**config.mk**
```make
export PLATFORM = sky130hd
export DESIGN_NAME = rf_wr_sequencer
export DESIGN_NICKNAME = d
export VERILOG_FILES = /design/src/rtl/rf_wr_pkg.sv /design/src/rtl/rf_wr_sequencer_prio_enc8.sv /design/src/rtl/rf_wr_sequencer.sv
export SDC_FILE = /design/constraint.sdc
export NUM_CORES = 1
export LEC_CHECK = 0
export CORE_MARGIN = 3
export CORE_UTILIZATION = 35
export CTS_BUF_LIST = sky130_fd_sc_hd__clkbuf_4 sky130_fd_sc_hd__clkbuf_8
export DETAILED_ROUTE_END_ITERATION = 6
export PLACE_DENSITY = 0.83
export SETUP_SLACK_MARGIN = 0.02
export SYNTH_ARGS = -nofsm -noshare
export SYNTH_HDL_FRONTEND = slang
export SYNTH_SLANG_ARGS = --single-unit
```
**constraint.sdc**
```tcl
create_clock -name clk -period 3.4 [get_ports clk]
set_input_delay 0.85 -clock clk [delete_from_list [all_inputs] [get_ports clk]]
set_output_delay 0.85 -clock clk [all_outputs]
set_load 0.02 [all_outputs]
```
**src/rtl/rf_wr_pkg.sv**
```systemverilog
// rf_wr_pkg: shared widths and FSM state type for the register-file write sequencer
package rf_wr_pkg;
    localparam int DATA_W = 16;
    localparam int NREG   = 8;
    localparam int SEL_W  = 3;
    typedef enum logic [0:0] {ST_IDLE = 1'b0, ST_BURST = 1'b1} rf_wr_state_t;
endpackage

```
**src/rtl/rf_wr_sequencer_prio_enc8.sv**
```systemverilog
// prio_enc8: index of the lowest set bit of a register mask, plus an any-set flag
module prio_enc8
    import rf_wr_pkg::*;
(
    input  logic [NREG-1:0]  m,
    output logic [SEL_W-1:0] idx,
    output logic             any_set
);
    always_comb begin
        idx = '0;
        for (int i = NREG - 1; i >= 0; i--)
            if (m[i]) idx = SEL_W'(i);
    end
    assign any_set = |m;
endmodule

```
**src/rtl/rf_wr_sequencer.sv**
```systemverilog
// rf_wr_sequencer: arbitrates single writes vs load-multiple bursts onto one RF write port (option: RF_WR_PC_GUARD_EN)
module rf_wr_sequencer
    import rf_wr_pkg::*;
(
    input  logic              clk,
    input  logic              reset,
    input  logic              sw_valid,
    output logic              sw_ready,
    input  logic [SEL_W-1:0]  sw_sel,
    input  logic [DATA_W-1:0] sw_data,
    input  logic              bm_start,
    output logic              bm_ready,
    input  logic [NREG-1:0]   bm_mask,
    input  logic              bm_dvalid,
    output logic              bm_dready,
    input  logic [DATA_W-1:0] bm_data,
    output logic              rf_we,
    output logic [SEL_W-1:0]  rf_sel,
    output logic [DATA_W-1:0] rf_data,
    output logic              busy,
`ifdef RF_WR_PC_GUARD_EN
    output logic              pc_wr,
`endif
    output logic              bm_done
);
    rf_wr_state_t      state;
    logic [NREG-1:0]   mask;
    logic [NREG-1:0]   nxt_mask;
    logic [SEL_W-1:0]  cur;
    logic              any_set;
    logic              sw_acc, bm_acc, beat, last;

    prio_enc8 u_enc (.m(mask), .idx(cur), .any_set(any_set));

    assign sw_ready  = state == ST_IDLE;
    assign bm_ready  = state == ST_IDLE && !sw_valid;
    assign bm_dready = state == ST_BURST;
    assign busy      = state == ST_BURST;
    assign sw_acc    = sw_valid && sw_ready;
    assign bm_acc    = bm_start && bm_ready;
    assign beat      = bm_dvalid && bm_dready;
    assign nxt_mask  = mask & ~(NREG'(1) << cur);
`ifdef RF_WR_PC_GUARD_EN
    // a write to the PC ends the burst; later mask bits are discarded
    assign last  = nxt_mask == '0 || cur == SEL_W'(NREG - 1);
    assign pc_wr = rf_we && rf_sel == SEL_W'(NREG - 1);
`else
    assign last  = nxt_mask == '0;
`endif

    always_ff @(posedge clk) begin
        if (reset) begin
            state   <= ST_IDLE;
            mask    <= '0;
            rf_we   <= 1'b0;
            rf_sel  <= '0;
            rf_data <= '0;
            bm_done <= 1'b0;
        end else begin
            rf_we   <= sw_acc || beat;
            bm_done <= (bm_acc && bm_mask == '0) || (beat && last);
            if (sw_acc) begin
                rf_sel  <= sw_sel;
                rf_data <= sw_data;
            end else if (beat) begin
                rf_sel  <= cur;
                rf_data <= bm_data;
            end
            if (bm_acc && bm_mask != '0) begin
                state <= ST_BURST;
                mask  <= bm_mask;
            end else if (beat) begin
                state <= last ? ST_IDLE : ST_BURST;
                mask  <= last ? '0 : nxt_mask;
            end
        end
    end
endmodule

```
Word-level counts from Yosys, hierarchy flattened
Cells that the tools add are included.

word-level totals
  register bits = 30
  bits of input ports = 48
  output and inout bits = 25

operators by class
  shift operators = 1
  multiplexer cells = 18
  bitwise logic cells = 3
  reductions and logical operators = 15

operators with widths
  cell                   count
  $mux W16               2
  $mux W3                10
  $mux W8                3
  $logic_not A8 Y1       2
  $and A8 B8 Y8          1
  $not A8 Y8             1
  $reduce_bool A8 Y1     1
  $shl A1 B3 Y8 const A  1
  $logic_and A1 B1 Y1    7
  $reduce_bool A2 Y1     2
  $mux W1                3
  $logic_or A1 B1 Y1     2
  $logic_not A1 Y1       1
  $not A1 Y1             1

Longest topological paths before layout
Gate-level depths: netlist of run 1.

  word-level depth = 15
  mapped depth = 6

By module
A second synthesis of run 1 with hierarchy kept.

second synthesis, totals
  cells, all modules = 173
  area total of the unflattened synthesis = 1544.0 um^2

modules (own cells, without submodules)
  module           instances  cells each  area each (um^2)
  rf_wr_sequencer  1          160         1462.7
  prio_enc8        1          13          81.3

Least setup slack after synthesis of run 1
OpenSTA, ideal clock, no wires.

  path type = input to register
  from = input port bm_mask[4]
  to = register state, in the netlist bm_dready
  arrival time = 2033 ps
  required time = 3285 ps
  path slack = 1252 ps
  stages on the path = 4
  path buffers = 0
  cell sequence = or4_1 -> o21ai_1 -> a21oi_1 -> and2_1

between the ends
  longest elaborated chain between the ends = 3
  elaborated cells between the ends (all ways) = 4
  classes of those cells = mux (1); reduce/logical (3)

RTL lines
  element                                               RTL line               RTL
  start, declared                                       rf_wr_sequencer.sv:13  input logic [NREG-1:0] bm_mask,
  $reduce_bool A8 Y1 *                                  rf_wr_sequencer.sv:69  if (bm_acc && bm_mask != '0) begin
  $logic_and A1 B1 Y1 *                                 rf_wr_sequencer.sv:69
  $mux W1 / $reduce_bool A2 Y1 (equally long branches)  --
  end signal, assigned                                  rf_wr_sequencer.sv:73  state <= last ? ST_IDLE : ST_BURST;
  end, declared                                         rf_wr_sequencer.sv:26  rf_wr_state_t state;

Every way passes the cells marked *; elsewhere a longest branch is shown, timed or not.
A chain may end at the register's enable or synchronous reset.

Worst setup path after layout of run 1
  from = input port sw_valid
  to = output port bm_ready

between the ends
  longest elaborated chain between the ends = 2

RTL lines
  element              RTL line               RTL
  start, declared      rf_wr_sequencer.sv:7   input logic sw_valid,
  $logic_not A1 Y1     rf_wr_sequencer.sv:36  assign bm_ready = state == ST_IDLE && !sw_valid;
  $logic_and A1 B1 Y1  rf_wr_sequencer.sv:36
  end, declared        rf_wr_sequencer.sv:12  output logic bm_ready,

Every way passes these cells.

==> impl_metrics.csv, run 1 <==
group,metric,value,unit
status,status,"finished clean",
floorplanning,row_count,22,
floorplanning,ios,73,
power,vdd_ir_drop_max,0.0002523,V
hold_path,whs_endpoint,"rf_data[1]$_SDFFE_PP0P_",
layout,syn2layout_area_growth,59.96,%
setup_path,startpoint_type,"input port",
grt,grt-ovfl-total,0,
floorplanning,core-area,3716,um2
routing,wl_met2,1.751,mm
clock_tree,clock_latency,0.27,ns
grt,gr-usage-all-layers,0.1617,
routing,wl,3.807,mm
setup_path,r2r_end,"bm_dready$_SDFFE_PP0P_",
timing,period_share,0.8385,
routing,wl_met3,348,um
grt,grt_pass1_vias,1295,
clock_tree,cts_tree,"yes",
setup_path,cp-end-kind,"output pin",
power,clkPwrFrac,0.344,
timing,slew_viol_final,0,
power,leakagePower,0.7602,nW
grt,grt_pass1_wl,5.768,mm
power,switchingPower,0.2371,mW
setup_path,setup.worst_path.class,"input port to output pin",
synth,netlist_instances,163,
routing,ant_nets,0,
timing,setup_tns,0,ns
synth,yosys.area.top_type_share,0.4368,
routing,first_pass_iters,4,
routing,num_vias,1440,
floorplanning,fp.dieH,68.68,um
layout,final_util,0.5919,
timing,rsz0062_at_grt,"no",
setup_path,worst-r2r-cell-count,5,
synth,ys_top_cells_by_count,"30 x dfxtp_1, 27 x a21oi_1, 23 x nand2_1",
grt,grt_max_degree,22,
power,power_density,427.3,nW/um2
layout,n_antenna_cell,0,
floorplanning,die_w,68.68,um
synth,syn_avg_cell_area,8.436,um2
timing,tightest_slew,0.8079,ns
synth,synth_edf_count,0,
clock_tree,path_clk_slew,0.06,ns
setup_path,r2r_start,"mask[0]$_SDFFE_PP0P_",
synth,synth_area_leaders,"dfxtp_1 44%, a21oi_1 9.8%, a22oi_1 9.3%, nand2_1 6.3%, nor2_1 3.8%",
setup_path,critPathMaxFanout,2,
floorplanning,dieArea,4717,um2
timing,hold_violations,0,
synth,syn_area,1375,um2
timing,fmax,350.8,MHz
layout,drive_gt1_frac,0.06897,
synth,ys_seq_area_frac,0.4368,
hold_path,worstHoldPathType,"register to register",
job,drv_cap,0,
clock_tree,cts_resized,0,
timing,clock_skew,0.002867,ns
clock_tree,cts_hold_buffers,0,
clock_tree,cts_buffers,5,
synth,async_reset_ff_frac,0,
power,p_comb_frac,0.235,
timing,whs,0.4522,ns
synth,yosysUniqueCellTypes,32,
power,internal_power,0.7029,mW
synth,yosysMostFrequentCell,"dfxtp_1",
routing,viasPerCell,5.143,
timing,relSlewSlack,0.4594,
timing,setup_viol,0,
setup_path,r2r_setup_slack,1.37,ns
power,switching_share,0.2522,
routing,initialDrtViolationCount,45,
clock_tree,clockBufferDepth,2,
synth,ys_seq_elements,30,
hold_path,hold_depth,2,
synth,yosys.area.top_type,"dfxtp_1",
clock_tree,cts.sinks,30,
clock_tree,h-tree-depth,2,
setup_path,cp.arrival,2.00,ns
placed_design,portBuffers,72,
power,power_frac_seq,0.421,
placed_design,finalWeightedCongestion,0.8232,
synth,ys.warnings.count,0,
synth,syn_nets,211,
routing,routedWlPerCell,13.60,um
setup_path,cp.required,2.55,ns
clock_tree,postCtsSetupRepairBufs,0,
synth,ys.flop_type,"dfxtp_1",
floorplanning,start_util,0.3700,
grt,antenna_found_initial,0,
timing,min_period,2.851,ns
routing,wl_met1,1.690,mm
placed_design,hpwl,2.832,mm
routing,drc,0,
routing,top_layer_used,"met4",
clock_tree,cts_root_buf,"clkbuf_8",
layout,fin_nets,279,
hold_path,hp-start,"rf_data[1]$_SDFFE_PP0P_",
[logic make-up (layout without fill, tap and decap cells)]
group	Yosys count	count (layout)	synth area share
compound gates	64	64	0.3130
simple gates	54	54	0.1829
flops	30	30	0.4368
buf+inv	15	84	0.06733
[through the flow]
step | instance area [um2] | total power [mW] | setup slack (ns) | cells
after global routing | 2200 | 0.9969 | 0.5010 | 280
final | 2200 | 0.9399 | 0.5491 | 280
after floorplan | 1375 | 0.5118 | 1.252 | 163
after CTS | 2200 | 0.9522 | 0.5368 | 280
after global placement | 2090 | 0.6206 | 0.5776 | 272
after detailed placement | 2090 | 0.6250 | 0.5466 | 272
[power by group through the flow]
stage / Combinational, mW / Sequential [mW] / Clock (mW)
2_1_floorplan: 0.0904 / 0.421 / 0
3_3_place_gp: 0.219 / 0.402 / 0
3_5_place_dp: 0.222 / 0.403 / 0
4_1_cts: 0.224 / 0.395 / 0.333
5_1_grt: 0.241 / 0.398 / 0.358
6_report: 0.221 / 0.396 / 0.323
[per-layer routing]
metal / vias up / GRT usage
met2: 53 / 0.2467
met3: 2 / 0.06483
met1: 657 / 0.2158
li1: 728 / -
met4: 0 / 0.02978
met5: - / 0
[cell type report]
type,instances,area (um2)
Fill cell,358,1516
Timing Repair Buffer,75,743.2
Multi-Input combinational cell,118,681.9
Sequential cell,30,600.6
Clock buffer,8,110.1
Tap cell,48,60.06
Inverter,1,3.754
[critical path, stage by stage]
cell and delay [ns]:
clkdlybuf4s50_1 0.41, nor2_1 0.12, clkdlybuf4s50_1 0.62
[registers in the layout, indices dropped and copies added, names as in the netlist]
signal and count:
rf_data 16, bm_dready 1, rf_we 1, bm_done 1
rf_sel 3, mask 8
[how the worst max path moves through the flow]
stage	startpoint	end	slack, ns	cells after the start
floorplan	bm_mask[4]	bm_dready$_SDFFE_PP0P_	1.25	4
global placement	sw_valid	bm_ready	0.58	3
detailed placement	sw_valid	bm_ready	0.55	3
CTS	sw_valid	bm_ready	0.54	3
global route	sw_valid	bm_ready	0.50	3
finish	sw_valid	bm_ready	0.55	3
[layout by cell type (no fill, tap or decap), drive strengths merged, types with 2 or more instances in the layout]
cell	count
clkdlybuf4s50	72
dfxtp	30
and2	3
a21oi	27
a32oi	4
o211ai	3
nor2	14
or3	2
nand2	23
clkbuf	8
nor3	2
a211oi	2
a221oi	2
nand3	2
o21ai	5
buf	3
a22oi	17
nor2b	3
or4	4
Note: power is estimated with default switching activity, not from simulation.
==> inputs of run 2 (changes only) <==
--- a/config.mk
+++ b/config.mk
@@ -9,7 +9,7 @@
 export CORE_UTILIZATION = 35
 export CTS_BUF_LIST = sky130_fd_sc_hd__clkbuf_4 sky130_fd_sc_hd__clkbuf_8
 export DETAILED_ROUTE_END_ITERATION = 6
-export PLACE_DENSITY = 0.83
+export PLACE_DENSITY = 0.86
 export SETUP_SLACK_MARGIN = 0.02
 export SYNTH_ARGS = -nofsm -noshare
 export SYNTH_HDL_FRONTEND = slang
==> constraint.sdc (replaced) <==
create_clock -name clk -period 2.5 [get_ports clk]
set_input_delay 0.625 -clock clk [delete_from_list [all_inputs] [get_ports clk]]
set_output_delay 0.625 -clock clk [all_outputs]
set_load 0.02 [all_outputs]
==> run 2 against run 1 <==
  * Power rose by 33%
  * Via count rose by 2.1%
  * Register-to-register slack got worse by 0.92 ns
  * Sequential cell count did not move
  * Worst hold slack barely moved
  * Routed wire length rose by 0.42%
  * First-iteration DRC count rose by 11%
  * Critical path type unchanged
  * Critical endpoint unchanged
==> impl_metrics.csv, run 2 (synthesis gave the netlist of run 1 again) <==
group,metric,value,unit
placed_design,dp.cells,276,
routing,wl_met2,1.826,mm
placed_design,portBuffers,72,
clock_tree,path_clk_slew,0.06,ns
layout,largest_register,"rf_data",
grt,antenna_found_initial,0,
layout,ff_latch_area,600.6,um2
layout,n_antenna_cell,0,
setup_path,crit_family,"buffers and inverters",
status,status,"finished clean",
timing,setup_ws,0.1071,ns
setup_path,startpoint_type,"input port",
power,leakagePower,0.7743,nW
floorplanning,row_count,22,
power,power_density,562.8,nW/um2
placed_design,finalWeightedCongestion,0.8535,
routing,routedWlPerCell,13.46,um
setup_path,cp-end-kind,"output pin",
timing,period_share,0.9572,
hold_path,worstHoldPathType,"register to register",
grt,grt-ovfl-total,0,
setup_path,setup.worst_path.class,"input port to output pin",
timing,clock_skew,0.004687,ns
floorplanning,start_util,0.3700,
layout,multi_input_area,681.9,um2
layout,final_util,0.5960,
floorplanning,fp.dieH,68.68,um
floorplanning,ios,73,
routing,num_vias,1470,
routing,first_pass_iters,4,
placed_design,hpwl,2.997,mm
timing,relSlewSlack,0.7123,
setup_path,path_cells,"clkdlybuf4s50_1 -> nor2_1 -> clkdlybuf4s50_1",
clock_tree,cts_hold_buffers,0,
routing,viasPerCell,5.176,
placed_design,placed_area,2120,um2
layout,fillers,336,
hold_path,hp-start,"rf_data[8]$_SDFFE_PP0P_",
setup_path,cp_common_cell,"clkdlybuf4s50_1",
layout,stdcell_count,284,
setup_path,cp.arrival,1.77,ns
clock_tree,cts_root_buf,"clkbuf_8",
routing,top_layer_used,"met4",
grt,gr-usage-all-layers,0.1653,
routing,drc,0,
layout,largest_register_ffs,16,
layout,syn2layout_area_growth,61.06,%
power,power,1.246,mW
floorplanning,core-area,3716,um2
timing,min_period,2.393,ns
setup_path,r2r_end,"bm_dready$_SDFFE_PP0P_",
clock_tree,cts.sinks,30,
layout,final_common_cell,"clkdlybuf4s50_1",
setup_path,path_buf_inv,2,
setup_path,critPathMaxFanout,2,
clock_tree,cts_buffers,5,
grt,grt_pass1_wl,5.830,mm
hold_path,hold_depth,2,
grt,grt_pass1_vias,1320,
routing,wl_met3,360,um
routing,initialDrtViolationCount,50,
timing,rsz0062_at_grt,"no",
routing,ant_nets,0,
setup_path,r2r_start,"mask[0]$_SDFFE_PP0P_",
timing,fmax,417.9,MHz
timing,hold_violations,0,
timing,setup_viol,0,
clock_tree,cts_tree,"yes",
layout,final_cell_mix,"72 x clkdlybuf4s50_1, 30 x dfxtp_1, 27 x a21oi_1",
setup_path,cpPeakStageDelay,0.61,ns
clock_tree,clockBufferDepth,2,
setup_path,worst-r2r-cell-count,5,
setup_path,crit_start,"sw_valid",
timing,tightest_slew,0.4275,ns
routing,wl_met1,1.601,mm
timing,setup_tns,0,ns
clock_tree,postCtsSetupRepairBufs,0,
routing,wl,3.823,mm
setup_path,r2r_setup_slack,0.45,ns
grt,grt_max_degree,21,
setup_path,cpMaxStageDelayCell,"clkdlybuf4s50_1",
clock_tree,clock_latency,0.27,ns
placed_design,pre_cts_slack,0.1152,ns
clock_tree,cts_resized,0,
power,vdd_ir_drop_max,0.0003770,V
layout,final_cell_area,2215,um2
hold_path,whs_endpoint,"rf_data[8]$_SDFFE_PP0P_",
floorplanning,dieArea,4717,um2
timing,slew_viol_final,0,
layout,fin_nets,283,
job,drv_cap,0,
floorplanning,die_w,68.68,um
clock_tree,h-tree-depth,2,
layout,drive_gt1_frac,0.08475,
layout,largestRegisters,"rf_data x16, mask x8, rf_sel x3",
timing,whs,0.4518,ns
setup_path,cp.required,1.88,ns
run 2: changes by cell type in the layout (fill, tap and decap cells not counted), sizes merged:
cell    before  now
clkbuf       8    7
buf          3    7
clkinv       0    1
run 2: worst reg2reg max path, delay by kind of cell (launching register included):
kind,cells,cell delay [ns]
AO/OA/AOI/OAI,1,0.32
flip-flops,1,0.40
AND/OR/NAND/NOR,4,1.23
run 2: where the power goes:
group | switching, mW | leakage, nW | total [mW] | internal [mW]
clock network | 0.171 | 0.0517 | 0.403 | 0.232
registers | 0.0263 | 0.247 | 0.537 | 0.511
logic | 0.135 | 0.476 | 0.306 | 0.171
total | 0.332 | 0.774 | 1.25 | 0.915
run 2: worst max path at each step:
stage                             endpoint  slack, ns  cells past startpoint
CTS                               bm_ready       0.11                      3
global placement                  bm_ready       0.12                      3
global route                      bm_ready       0.07                      3
floorplan           bm_dready$_SDFFE_PP0P_       0.56                      6
finish                            bm_ready       0.11                      3
detailed placement                bm_ready       0.12                      3
run 2: cell type report:
class                   instances  area share
repair buffers                 79      0.3492
multi-input cells             118      0.3079
flip-flops and latches         30      0.2712
clock buffers                   7     0.04068
well taps                      48     0.02712
clock inverters                 1    0.002260
inverters                       1    0.001695
run 2: per-layer routing:
metal | GRT usage | vias up
met2 | 0.2777 | 47
met1 | 0.1925 | 678
met3 | 0.05835 | 4
met4 | 0.05955 | 0
met5 | 0 | -
li1 | - | 741
